===== src/rtl/ls_stage_lsu.sv =====
// LS pipeline stage: load/store unit on a valid/ready memory port.
// Non-memory instructions pass straight through to the WB boundary.
module ls_stage_lsu #(
    parameter int XLEN     = 64,
    parameter int INST_LEN = 32
) (
    input  logic                clk,
    input  logic                rstn,
    input  logic                in_valid_i,
    output logic                in_ready_o,
    input  logic [XLEN-1:0]     pc_i,
    input  logic [INST_LEN-1:0] instr_i,
    input  logic [XLEN-1:0]     alures_i,
    input  logic [XLEN-1:0]     rs2_i,
    input  logic                wben_i,
    output logic                mem_req_valid_o,
    input  logic                mem_req_ready_i,
    output logic [XLEN-1:0]     mem_addr_o,
    output logic                mem_wen_o,
    output logic [XLEN-1:0]     mem_wdata_o,
    output logic [XLEN/8-1:0]   mem_wmask_o,
    input  logic                mem_rsp_valid_i,
    input  logic [XLEN-1:0]     mem_rdata_i,
    output logic                wb_valid_o,
    output logic [XLEN-1:0]     wb_pc_o,
    output logic [INST_LEN-1:0] wb_instr_o,
    output logic [XLEN-1:0]     wb_data_o,
    output logic                wb_wben_o,
    output logic                misalign_o
);

    localparam int NB = XLEN / 8;
    localparam logic [6:0] OP_LD = 7'b0000011;
    localparam logic [6:0] OP_ST = 7'b0100011;

    typedef enum logic [1:0] {
        S_IDLE,
        S_REQ,
        S_WAIT
    } state_t;

    typedef struct packed {
        logic [XLEN-1:0]     pc;
        logic [INST_LEN-1:0] instr;
        logic [XLEN-1:0]     addr;
        logic [XLEN-1:0]     rs2;
        logic                wben;
        logic                ld;
        logic                st;
    } ls_req_t;

    state_t  state, state_n;
    ls_req_t cur;

    logic [6:0] op;
    logic [2:0] f3;
    logic       is_ld, is_st, bad, mis;

    assign op    = instr_i[6:0];
    assign f3    = instr_i[14:12];
    assign is_ld = (op == OP_LD) && (f3 != 3'b111);
    assign is_st = (op == OP_ST) && !f3[2];
    assign bad   = ((op == OP_LD) && (f3 == 3'b111))
                || ((op == OP_ST) && f3[2]);

    always_comb begin
        mis = 1'b0;
        unique case (f3[1:0])
            2'd0: mis = 1'b0;
            2'd1: mis = alures_i[0];
            2'd2: mis = |alures_i[1:0];
            2'd3: mis = |alures_i[2:0];
            default: mis = 1'b0;
        endcase
    end

    logic [2:0]      off;
    logic [2:0]      cf3;
    logic [NB-1:0]   smask;
    logic [XLEN-1:0] raw, ld_data;

    assign off = cur.addr[2:0];
    assign cf3 = cur.instr[14:12];

    always_comb begin
        smask = '0;
        unique case (cf3[1:0])
            2'd0: smask = NB'(8'h01);
            2'd1: smask = NB'(8'h03);
            2'd2: smask = NB'(8'h0F);
            2'd3: smask = NB'(8'hFF);
            default: smask = '0;
        endcase
    end

    assign in_ready_o      = (state == S_IDLE);
    assign mem_req_valid_o = (state == S_REQ);
    assign mem_addr_o      = {cur.addr[XLEN-1:3], 3'b000};
    assign mem_wen_o       = cur.st;
    assign mem_wdata_o     = cur.rs2 << {off, 3'b000};
    assign mem_wmask_o     = cur.st ? (smask << off) : '0;

    // Lane 0 of the shifted word holds the addressed element.
    assign raw = mem_rdata_i >> {off, 3'b000};

    always_comb begin
        ld_data = raw;
        unique case (cf3)
            3'b000: ld_data = {{(XLEN-8){raw[7]}}, raw[7:0]};
            3'b001: ld_data = {{(XLEN-16){raw[15]}}, raw[15:0]};
            3'b010: ld_data = {{(XLEN-32){raw[31]}}, raw[31:0]};
            3'b100: ld_data = {{(XLEN-8){1'b0}}, raw[7:0]};
            3'b101: ld_data = {{(XLEN-16){1'b0}}, raw[15:0]};
            3'b110: ld_data = {{(XLEN-32){1'b0}}, raw[31:0]};
            default: ld_data = raw;
        endcase
    end

    logic                take, fire;
    logic [XLEN-1:0]     wpc_n, wdata_n;
    logic [INST_LEN-1:0] winstr_n;
    logic                wwben_n, wmis_n;

    always_comb begin
        state_n  = state;
        take     = 1'b0;
        fire     = 1'b0;
        wpc_n    = cur.pc;
        winstr_n = cur.instr;
        wdata_n  = '0;
        wwben_n  = 1'b0;
        wmis_n   = 1'b0;
        unique case (state)
            S_IDLE: begin
                if (in_valid_i) begin
                    take     = 1'b1;
                    wpc_n    = pc_i;
                    winstr_n = instr_i;
                    if (is_ld || is_st) begin
                        if (mis) begin
                            fire   = 1'b1;
                            wmis_n = 1'b1;
                        end else begin
                            state_n = S_REQ;
                        end
                    end else begin
                        fire    = 1'b1;
                        wdata_n = alures_i;
                        wwben_n = wben_i & ~bad;
                    end
                end
            end
            S_REQ: begin
                if (mem_req_ready_i) state_n = S_WAIT;
            end
            S_WAIT: begin
                if (mem_rsp_valid_i) begin
                    state_n = S_IDLE;
                    fire    = 1'b1;
                    wdata_n = cur.ld ? ld_data : '0;
                    wwben_n = cur.wben;
                end
            end
            default: state_n = S_IDLE;
        endcase
    end

    always_ff @(posedge clk or negedge rstn) begin
        if (!rstn) begin
            state <= S_IDLE;
            cur   <= '0;
        end else begin
            state <= state_n;
            if (take) begin
                cur.pc    <= pc_i;
                cur.instr <= instr_i;
                cur.addr  <= alures_i;
                cur.rs2   <= rs2_i;
                cur.wben  <= wben_i;
                cur.ld    <= is_ld && !mis;
                cur.st    <= is_st && !mis;
            end
        end
    end

    always_ff @(posedge clk or negedge rstn) begin
        if (!rstn) begin
            wb_valid_o <= 1'b0;
            wb_pc_o    <= '0;
            wb_instr_o <= '0;
            wb_data_o  <= '0;
            wb_wben_o  <= 1'b0;
            misalign_o <= 1'b0;
        end else begin
            wb_valid_o <= fire;
            if (fire) begin
                wb_pc_o    <= wpc_n;
                wb_instr_o <= winstr_n;
                wb_data_o  <= wdata_n;
                wb_wben_o  <= wwben_n;
                misalign_o <= wmis_n;
            end
        end
    end

endmodule


===== config.mk =====
export PLATFORM = sky130hd
export DESIGN_NAME = ls_stage_lsu
export DESIGN_NICKNAME = d
export VERILOG_FILES = /design/src/rtl/ls_stage_lsu.sv
export SDC_FILE = /design/constraint.sdc
export NUM_CORES = 1
export LEC_CHECK = 0
export ABC_AREA = 1
export CORE_AREA = 2 2 230 232
export CTS_BUF_LIST = sky130_fd_sc_hd__clkbuf_16
export DETAILED_ROUTE_END_ITERATION = 10
export DIE_AREA = 0 0 232 234
export GPL_TIMING_DRIVEN = 0
export PLACE_DENSITY = 0.68
export SYNTH_ARGS = -nofsm -noshare
export SYNTH_HDL_FRONTEND = slang
export SYNTH_SLANG_ARGS = --single-unit

===== constraint.sdc =====
create_clock -name clk -period 2.33 [get_ports clk]
set_input_delay 0.3495 -clock clk [delete_from_list [all_inputs] [get_ports clk]]
set_output_delay 0.3495 -clock clk [all_outputs]
set_load 0.01 [all_outputs]

==> Yosys cells after proc, flatten, opt, wreduce, memory -nomap -nowiden <==
Cells that the tools add are included.
W data, S select, Z words.
{ "word_totals": {"register_bits": 392, "input_bits": 294, "output_inout_bits": 302, "wordCells": 91} }
{ "op_classes": {"eq_ne": 22, "shifts": 3, "mux": 33, "n_bitwise": 2, "reduce_logical": 17} }
{ "ops": {"columns": ["op", "n"], "rows": [
  ["$mux W64", 6],
  ["$pmux W64 S6", 1],
  ["$pmux W64 S2", 1],
  ["$mux W32", 2],
  ["$shl A64 B6 Y64", 1],
  ["$shr A64 B6 Y64", 1],
  ["$pmux W8 S4", 1],
  ["$eq A3 B3 Y1 const B", 4],
  ["$mux W1", 12],
  ["$eq A2 B2 Y1 const B", 5],
  ["$mux W2", 5],
  ["$mux W8", 1],
  ["$shl A8 B3 Y8", 1],
  ["$eq A7 B2 Y1 const B", 1],
  ["$eq A7 B6 Y1 const B", 1],
  ["$eq A2 B1 Y1 const B", 3],
  ["$logic_and A1 B1 Y1", 6],
  ["$logic_not A2 Y1", 3],
  ["$ne A2 B2 Y1 const B", 3],
  ["$pmux W2 S3", 1],
  ["$reduce_and A5 Y1", 1],
  ["$ne A2 B1 Y1 const B", 2],
  ["$pmux W1 S2", 2],
  ["$pmux W1 S4", 1],
  ["10 further kinds", 12]
]} }

==> Logic depth before layout (Yosys ltp) <==
{ "logic_depth": {"ltp_word": 8, "depth_mapped": 14, "ltp_nobuf": 11} }

==> Worst setup path before layout <==
Ideal clock, no wire load.
{ "synth_timing": {"kind": "register -> output", "startpoint": "reg cur[67] (netlist name)", "endpoint": "out mem_wdata_o[59]", "t_arrival_ps": 1522, "t_required_ps": 1980, "setup_slack_ps": 459, "stages_incl_launch_ff": 8, "n_path_buf": 4, "cell_sequence": "dfrtp_1 > buf_6 > buf_6 > buf_2 > buf_2 > o21ai_0 > o21ai_0 > o21ai_0"} }
{ "synth_via": {"elab_chain_len": 1} }
{ "synth_lines": {"columns": ["item", "line_no", "text"], "rows": [
  ["start, declared", "53", "ls_req_t cur;"],
  ["$shl A64 B6 Y64", "100", "assign mem_wdata_o = cur.rs2 << {off, 3'b000};"],
  ["end, declared", "20", "output logic [XLEN-1:0] mem_wdata_o,"]
]} }
No other way between the ends.

==> Worst setup path in the final report <==
Same ends and word-level chain as after synthesis.

==> run_results.csv <==
group,metric,value,unit
synth,synth_xor_area_share,0,%
synth,synth_simple_gate_area_share,29.1,%
finish,areaGrowthSynthToFinish,50.4,%
placed_design,place.gp.congestion,0.938,
global_route,grt_max_degree,126,
synth,synthesis.area,0.0195,mm^2
floorplan,initial_core_util,37.4,%
worst_setup_path,cp-startpoint,"cur[67]$_DFFE_PN0P_",
floorplan,core_area,0.0520,mm^2
cts,clock_latency,0.59,ns
timing,finClkSkew,0.0268,ns
cts,cts_buffer_depth,3,
timing,max_freq,380,MHz
worst_setup_path,required,1.98,ns
synth,netlist_instances,2514,
worst_setup_path,r2r_start,"cur[67]$_DFFE_PN0P_",
global_route,track_usage,32.1,%
power_and_ir_drop,p_per_area,717,mW/mm^2
status,violations,"negative setup slack",
synth,synth.avg_cell_area,7.74,um^2
synth,ys_ff_latch,392,
timing,finalHoldViolCount,0,
global_route,overflow,0,
cts,cts.clk_slew.worst_paths,0.06,ns
timing,fin_ws,-0.299,ns
worst_setup_path,critPathKind,"reg -> out",
cts,numClockSinks,392,
route,drtIter0Drc,1802,
placed_design,dp_hpwl,69.4,mm
finish,fillCellCount,4871,
power_and_ir_drop,peakVddDrop,0.546,mV
synth,yosysSeqAreaShare,50.4,%
placed_design,port_buffers,592,
route,routed_wl,89.6,mm
job,maxCapViolCount,0,
cts,numCtsBuffers,43,
global_route,grt_pass1_vias,20500,
timing,fin_crit,2.63,ns
synth,yosys.area_share.adder,0,%
worst_setup_path,reg2reg_to,"wb_data_o[22]$_DFFE_PN0P_",
worst_hold_path,hp-class,"in -> async",
finish,final_cell_mix,"nand2_1, clkdlybuf4s50_1, dfrtp_1",
floorplan,dieArea,0.0543,mm^2
finish,mostFrequentLayoutCell,"nand2_1",
cts,clockRootBuffer,"clkbuf_16",
timing,period_share,113,%
finish,fin_nets,3482,
worst_setup_path,crit_end,"mem_wdata_o[59]",
global_route,antenna_found_initial,11,
timing,setup_tns,-12.46,ns
global_route,grt_pass1_wl,130,mm
synth,synthMuxAreaShare,1.23,%
floorplan,die_w,232,um
timing,slew-limit-headroom,42.9,%
route,remaining_drc_errors,0,
worst_setup_path,rrSetupSlack,0.02,ns
route,firstDrtPassIters,6,
worst_setup_path,arrival,2.28,ns
worst_setup_path,startpoint_type,"flip-flop",
worst_setup_path,worst-r2r-cell-count,11,
timing,slew_viol_final,0,
synth,yosysWarnings,0,
cts,htreeDepth,2,
finish,drive_above_1_share,17.5,%
timing,tightest_slew,0.857,ns
floorplan,rows,84,
timing,rsz0062_at_grt,"yes",
floorplan,die_h,234,um
route,vias,20800,
timing,setup_viol,70,
power_and_ir_drop,power_leakage,0.0137,uW
route,wl_per_cell,22.9,um
worst_setup_path,endpoint_kind,"output pin",
placed_design,pre_cts_slack,-1.06,ns
worst_setup_path,crit_fanout,6,
status,status,"complete, but fails checks",
floorplan,top_level_ports,596,
route,viasPerCell,5.31,
synth,synth_top_family_by_area,"simple AND/OR/NAND/NOR gates",
route,ant_nets,0,
cts,cts_tree,"yes",
synth,synth_compound_area_share,11.4,%
synth,ys_types,39,
cells by family after synthesis:
group                  after synthesis
AND/OR/NAND/NOR                   1402
AO/OA/AOI/OAI                      392
flip-flops                         392
buffers and inverters              303
multiplexers                        24
other                                1
flip-flops by register name (all words and copies together), names as in the netlist, 2 cells and up:
register / count
wb_pc_o: 64
mem_addr_o: 61
state: 2
cur: 162
cf3: 3
wb_data_o: 64
wb_instr_o: 32
metrics by stage:
stage	instance area (um^2)	utilization [%]	std cells	hold slack, ns	total power [uW]
after floorplan	19500	-	2516	0.0539	10400
after global placement	26300	50.5	3796	0.457	13500
after detailed placement	26400	50.7	3799	0.231	13500
after CTS	28900	55.5	3903	0.212	20900
after global routing	29300	56.3	3911	0.249	21800
final	29300	56.3	3915	0.234	21000
repair_timing:
| action | in CTS | in global routing |
|---|---|---|
| gates resized for setup | 675 | 89 |
| pin swaps | 61 | 34 |
| hold buffers | 1 | 0 |
| buffers inserted | 23 | 5 |
| gates cloned | 4 | 2 |
| endpoints found under the setup margin | 163 | 251 |
| hold endpoints to repair | 30 | 0 |
routing by layer:
layer / vias up / track usage (%) / wire, um
met5: - / 0 / 127
met4: 14 / 14.4 / 4460
met3: 239 / 7.30 / 6600
met2: 904 / 51.8 / 41800
met1: 10100 / 41.4 / 36700
li1: 9504 / - / -
report_power, final:
group	total, uW	internal [uW]	switching, uW	leakage [uW]
Combinational	6120	2770	3340	0.00830
Clock	6860	3940	2920	0.000718
Sequential	8030	7530	497	0.00471
Total	21000	14200	6760	0.0137
synthesized netlist by cell type, drive strengths merged:
| cell type | n | area, um^2 |
|---|---|---|
| nand2 | 971 | 3670 |
| dfrtp | 392 | 9810 |
| nand3 | 203 | 1030 |
| nor2 | 183 | 699 |
| o21ai | 179 | 896 |
| buf | 160 | 998 |
| a31oi | 92 | 576 |
| clkbuf | 78 | 295 |
| a21oi | 71 | 367 |
| inv | 63 | 241 |
| o211ai | 41 | 308 |
| mux2i | 24 | 240 |
| or2 | 23 | 144 |
| nor3 | 18 | 90.1 |
| a22oi | 3 | 22.5 |
| clkinv | 2 | 7.51 |
| nand3b | 2 | 15.0 |
| o31ai | 2 | 15.0 |
| a21boi | 1 | 11.3 |
| a21o | 1 | 7.51 |
| and2 | 1 | 6.26 |
| conb | 1 | 3.75 |
| nand4 | 1 | 6.26 |
| o22ai | 1 | 6.26 |
| o41ai | 1 | 8.76 |
worst min-delay path by stage:
| stage | to | slack [ns] | cells past startpoint |
|---|---|---|---|
| final | wb_instr_o[19]$_DFFE_PN0P_ | 0.23 | 2 |
| after global routing | wb_instr_o[19]$_DFFE_PN0P_ | 0.25 | 2 |
| after CTS | wb_instr_o[19]$_DFFE_PN0P_ | 0.21 | 2 |
| after detailed placement | wb_instr_o[19]$_DFFE_PN0P_ | 0.23 | 1 |
| after global placement | cur[199]$_DFFE_PN0P_ | 0.46 | 2 |
| after floorplan | cf3[0]$_DFFE_PN0P_ | 0.05 | 0 |
final cells by class:
class                   count  area [um^2]  share of cell area (%)
diodes                      6         15.0                  0.0513
plain buffers             235         1720                    5.87
clock buffers              43         1080                    3.67
clock inverters            35          330                    1.13
inverters                  65          254                   0.867
multi-input cells        1821         9100                    31.1
flip-flops and latches    392         9810                    33.5
well taps                 688          861                    2.94
repair buffers            630         6120                    20.9
worst max-delay path: stages, from the launching register on:
cell and delay (ns):
dfrtp_1 0.38, buf_6 0.14, buf_12 0.14, buf_12 0.14, buf_16 0.15, mux2i_4 0.19
nand2_2 0.11, o21ai_4 0.08, o21ai_2 0.20, buf_2 0.16
(Power assumes the default switching activity.)
